===== src/rtl/addsub_pkg.sv =====
// addsub_pkg: shared configuration helpers for the pipelined adder/subtractor.
package addsub_pkg;
   function automatic int stages_f(input int width, input int seg);
      return width / seg;
   endfunction
   function automatic bit cfg_ok(input int width, input int seg);
      return seg >= 1 && seg <= width && width % seg == 0;
   endfunction
endpackage


===== src/rtl/add_seg.sv =====
// add_seg: combinational SEG-bit ripple segment exposing the carry into its top bit.
module add_seg #(
   parameter int SEG = 8
) (
   input  logic [SEG-1:0] a,
   input  logic [SEG-1:0] b,
   input  logic           ci,
   output logic [SEG-1:0] s,
   output logic           co,
   output logic           c_msb_in
);
   assign {co, s} = {1'b0, a} + {1'b0, b} + {{SEG{1'b0}}, ci};
   assign c_msb_in = a[SEG-1] ^ b[SEG-1] ^ s[SEG-1];
endmodule


===== src/rtl/pipe_addsub.sv =====
// pipe_addsub: carry-pipelined WIDTH-bit adder/subtractor, one SEG-bit segment per stage.
// Each stage rotates its word right by SEG, so pending operand segments and finished sums share one register.
module pipe_addsub
   import addsub_pkg::*;
#(
   parameter int WIDTH = 32,
   parameter int SEG   = 8
) (
   input  logic             clk,
   input  logic             rst_n,
   input  logic             in_valid,
   output logic             in_ready,
   input  logic [WIDTH-1:0] a,
   input  logic [WIDTH-1:0] b,
   input  logic             cin,
   input  logic             sub,
   output logic             out_valid,
   input  logic             out_ready,
   output logic [WIDTH-1:0] s,
   output logic             cout,
   output logic             ovf
);
   localparam int STAGES = stages_f(WIDTH, SEG);
   if (!cfg_ok(WIDTH, SEG)) begin : g_cfg_err
      $error("pipe_addsub: SEG must divide WIDTH and lie in 1..WIDTH");
   end
   logic [WIDTH-1:0] aw [STAGES];
   logic [WIDTH-1:0] bw [STAGES];
   logic             ci [STAGES];
   logic             vi [STAGES];
   logic             stall;
   assign stall    = out_valid & ~out_ready;
   assign in_ready = ~stall;
   assign aw[0]    = a;
   assign bw[0]    = sub ? ~b : b;
   assign ci[0]    = cin ^ sub;
   assign vi[0]    = in_valid;
   for (genvar k = 0; k < STAGES; k++) begin : g_st
      logic [SEG-1:0]   s_seg;
      logic             co, cm, c_d, c_q, v_d, v_q;
      logic [WIDTH-1:0] w_d, w_q;
      add_seg #(.SEG(SEG)) u_seg (
         .a        (aw[k][SEG-1:0]),
         .b        (bw[k][SEG-1:0]),
         .ci       (ci[k]),
         .s        (s_seg),
         .co       (co),
         .c_msb_in (cm)
      );
      always_comb begin
         w_d = stall ? w_q : (WIDTH'(s_seg) << (WIDTH - SEG)) | (aw[k] >> SEG);
         c_d = stall ? c_q : co;
         v_d = stall ? v_q : vi[k];
      end
      always_ff @(posedge clk) begin
         if (!rst_n) begin
            w_q <= '0;
            c_q <= 1'b0;
            v_q <= 1'b0;
         end else begin
            w_q <= w_d;
            c_q <= c_d;
            v_q <= v_d;
         end
      end
      if (k < STAGES - 1) begin : g_mid
         logic [WIDTH-1:0] b_d, b_q;
         logic             cm_unused;
         assign cm_unused = cm;
         always_comb b_d = stall ? b_q : bw[k] >> SEG;
         always_ff @(posedge clk) b_q <= b_d;
         assign aw[k+1] = w_q;
         assign bw[k+1] = b_q;
         assign ci[k+1] = c_q;
         assign vi[k+1] = v_q;
      end else begin : g_last
         logic [WIDTH-1:0] b_unused;
         logic             o_d, o_q;
         assign b_unused = bw[k];
         always_comb o_d = stall ? o_q : cm ^ co;
         always_ff @(posedge clk) begin
            if (!rst_n) o_q <= 1'b0;
            else o_q <= o_d;
         end
         assign s         = w_q;
         assign cout      = c_q;
         assign ovf       = o_q;
         assign out_valid = v_q;
      end
   end
endmodule

===== config.mk =====
export PLATFORM = sky130hd
export DESIGN_NAME = pipe_addsub
export DESIGN_NICKNAME = d
export VERILOG_FILES = /design/src/rtl/addsub_pkg.sv /design/src/rtl/add_seg.sv /design/src/rtl/pipe_addsub.sv
export SDC_FILE = /design/constraint.sdc
export NUM_CORES = 1
export LEC_CHECK = 0
export ABC_AREA = 1
export CAP_MARGIN = 20
export CORE_MARGIN = 2
export CORE_UTILIZATION = 55
export CTS_CLUSTER_SIZE = 8
export DETAILED_ROUTE_END_ITERATION = 6
export PLACE_DENSITY = 0.89
export SLEW_MARGIN = 20
export SYNTH_ARGS = -nofsm -noshare
export SYNTH_HDL_FRONTEND = slang
export SYNTH_SLANG_ARGS = --single-unit

===== constraint.sdc =====
create_clock -name clk -period 3.25 [get_ports clk]
set_clock_uncertainty 0.2 [all_clocks]
set_input_delay 0.325 -clock clk [delete_from_list [all_inputs] [get_ports clk]]
set_output_delay 0.325 -clock clk [all_outputs]
set_load 0.01 [all_outputs]

==> out/metrics.yaml <==
detailed_routing:
  ant_nets: 0
  vias: 6200
  first_iter_violations: 558
  wl_per_cell_microns: 13.0
  via_per_inst: 5.11
  wirelength_microns: 15800
  firstDrtPassIters: 5
  post-route-drc-count: 0
critical_path:
  worstPathArrival_ns: 2.45
  regToRegSetupSlack_ns: 0.93
  cp-start-kind: "register"
  crit_path_max_fanout: 3
  r2r-end: "g_st[1].w_q[30]$_SDFFE_PN0N_"
  reg2regPathDepth: 10
  crit_path_end_kind: "register"
  rr_startpoint: "g_st[0].g_mid.b_q[0]$_DFFE_PN_"
  critPathRequiredTime_ns: 3.37
  critPathKind: "reg -> reg"
grt:
  grt_max_degree: 117
  grt_pass1_wl_microns: 26900
  overflow: 0
  grt_pass1_vias: 5809
  grt.total_usage: 0.208
  antenna_found_initial: 0
place:
  portBuffers: 105
  gp_congestion: 0.874
  dp_hpwl_microns: 10400
  placed_cell_area_sq_mm: 0.00910
cells_and_area:
  area_growth_pct: 20.6
  drive_gt1_frac: 0.0447
  final_area_sq_mm: 0.00968
  layout_commonest_cell: "nor2_1"
  insertedDiodeCount: 0
  final_cell_mix: "nor2_1, dfxtp_1, o21ai_0"
  fin_nets: 1122
floorplanning:
  rows: 44
  die_w_microns: 125
  die_area_sq_mm: 0.0156
  initial_core_util: 0.557
  core-area_sq_mm: 0.0144
  pin_count: 106
  die_h_microns: 125
synth:
  avgSynthCellArea_sq_um: 8.61
  ys_ff_latch: 185
  synth_area_sq_mm: 0.00803
  synth.distinct_cells: 27
  ys_warn_count: 0
  synth_fp_nets: 1039
  ys_seq_area_frac: 0.521
  syn_inst: 933
power_and_ir_drop:
  peakVddDrop_mv: 0.423
  power_leakage_nw: 4.67
  powerDensity_mw_per_mm2: 575
clock_tree:
  clock_latency_ns: 0.42
  clock-sinks: 185
  cts.clk_slew.worst_paths_ns: 0.07
  cts-hold-fix-buffers: 0
  cts-root-buf: "clkbuf_16"
  numCtsBuffers: 17
  post_cts_resized: 0
  htreeDepth: 4
  tritoncts: "yes"
  clk_path_buf_depth: 2
  cts_setup_buffers: 0
sta:
  final_hold_viol_count: 0
  rsz0062_at_grt: "false"
  worst_pin_slew_ns: 0.959
  period_share: 0.715
  final.setup.tns_ns: 0
  fin_crit_ns: 2.32
  relSlewSlack: 0.361
  setup-violations-final: 0
  finalMaxSlewViolations: 0
  fmax_mhz: 430
hold_path:
  hp-class: "reg -> reg"
  whs_endpoint: "g_st[1].g_mid.b_q[10]$_DFFE_PN_"
  min_delay_path_depth: 0
  min-delay-start: "g_st[0].g_mid.b_q[18]$_DFFE_PN_"
status:
  status: "finished, final reports clean"
job:
  cap_violations: 0
[critical path, stage by stage, from the launching register on]
cell	delay [ns]
edfxtp_1	0.45
fa_1	0.48
fa_1	0.42
nand3_1	0.09
nand2_1	0.12
nand2_1	0.13
nand2_1	0.09
nand2_1	0.07
nand3_1	0.06
nand2_1	0.08
inv_1	0.04
[worst max path at each step]
stage                                              start                      endpoint  slack [ns]  depth (start not counted)
after global placement                              b[0]  g_st[0].w_q[30]$_SDFFE_PN0N_        0.72                         13
after CTS                 g_st[2].g_mid.b_q[0]$_DFFE_PN_             cout$_SDFFE_PN0N_        0.94                         10
after global routing      g_st[2].g_mid.b_q[0]$_DFFE_PN_              ovf$_SDFFE_PN0N_        0.79                         11
after floorplan                                      sub  g_st[0].w_q[30]$_SDFFE_PN0N_        0.88                         14
after detailed placement                            b[0]  g_st[0].w_q[30]$_SDFFE_PN0N_        0.62                         13
final                     g_st[0].g_mid.b_q[0]$_DFFE_PN_  g_st[1].w_q[30]$_SDFFE_PN0N_        0.93                         10
[registers in the layout (all words and copies together) (netlist names)]
| name | count |
|---|---|
| g_st.v_q | 3 |
| ovf | 1 |
| g_st.g_mid.b_q | 48 |
| cout | 1 |
| g_st.c_q | 3 |
| out_valid | 1 |
| g_st.w_q | 96 |
| s | 32 |
[power breakdown]
part | internal (mW) | total (mW) | switching [mW]
clock | 1.17 | 2.01 | 0.840
combinational | 0.387 | 0.825 | 0.438
sequential | 2.61 | 2.73 | 0.118
total | 4.17 | 5.56 | 1.40
[stage by stage]
step           total power [mW]  cells  hold WS (ns)  worst slack [ns]  utilization
3_5_place_dp               3.59   1181         0.205             0.617        0.631
6_report                   5.56   1213         0.221             0.927        0.671
2_1_floorplan              3.27    933         0.200             0.877            -
4_1_cts                    5.58   1213         0.222             0.942        0.671
5_1_grt                    5.80   1213         0.225             0.787        0.671
3_3_place_gp               3.54   1181         0.201             0.717        0.631
[cell families after synthesis]
group | share of synthesized area
AOI/OAI and AO/OA | 0.111
xor gates and xnor gates | 0.0491
adders and majority gates | 0.0636
buffers and inverters | 0.0703
DFF | 0.521
and+or+nand+nor | 0.185
[layer usage]
metal / wire length (microns) / vias up / global-route usage
met3: 807 / 25 / 0.0357
met1: 7590 / 2840 / 0.297
met5: 0 / - / 0
met4: 263 / 0 / 0.0758
met2: 7140 / 173 / 0.320
li1: - / 3162 / -
[cell usage after synthesis]
| master | number | area (sq um) |
|---|---|---|
| nor2_4 | 1 | 11.3 |
| o211ai_2 | 1 | 12.5 |
| nand2_1 | 94 | 353 |
| or2_1 | 1 | 6.26 |
| buf_2 | 17 | 85.1 |
| dfxtp_1 | 137 | 2740 |
| or2_0 | 3 | 18.8 |
| inv_1 | 77 | 289 |
| clkbuf_1 | 20 | 75.1 |
| fa_1 | 8 | 160 |
| o21a_1 | 4 | 30.0 |
| o21bai_1 | 8 | 60.1 |
| edfxtp_1 | 48 | 1440 |
| a21o_1 | 4 | 30.0 |
| buf_6 | 9 | 101 |
| clkbuf_2 | 2 | 10.0 |
| inv_2 | 1 | 3.75 |
| nand4_1 | 6 | 37.5 |
| ha_1 | 28 | 350 |
| nor2_1 | 226 | 848 |
| xnor2_1 | 8 | 70.1 |
| or2_2 | 3 | 18.8 |
| xor2_1 | 37 | 324 |
| nand3_1 | 39 | 195 |
| o21ai_1 | 7 | 35.0 |
| a21oi_1 | 18 | 90.1 |
| o21ai_0 | 126 | 631 |
[cell type report]
type                       count  area (sq um)
fill                        1094          4740
sequential                   185          4180
multi-input combinational    622          3280
timing repair buffer         112          1110
clock buffer                  19           453
inverter                      78           298
tap                          184           230
clock inverter                13           126
Power figures use the tool's default switching activity.
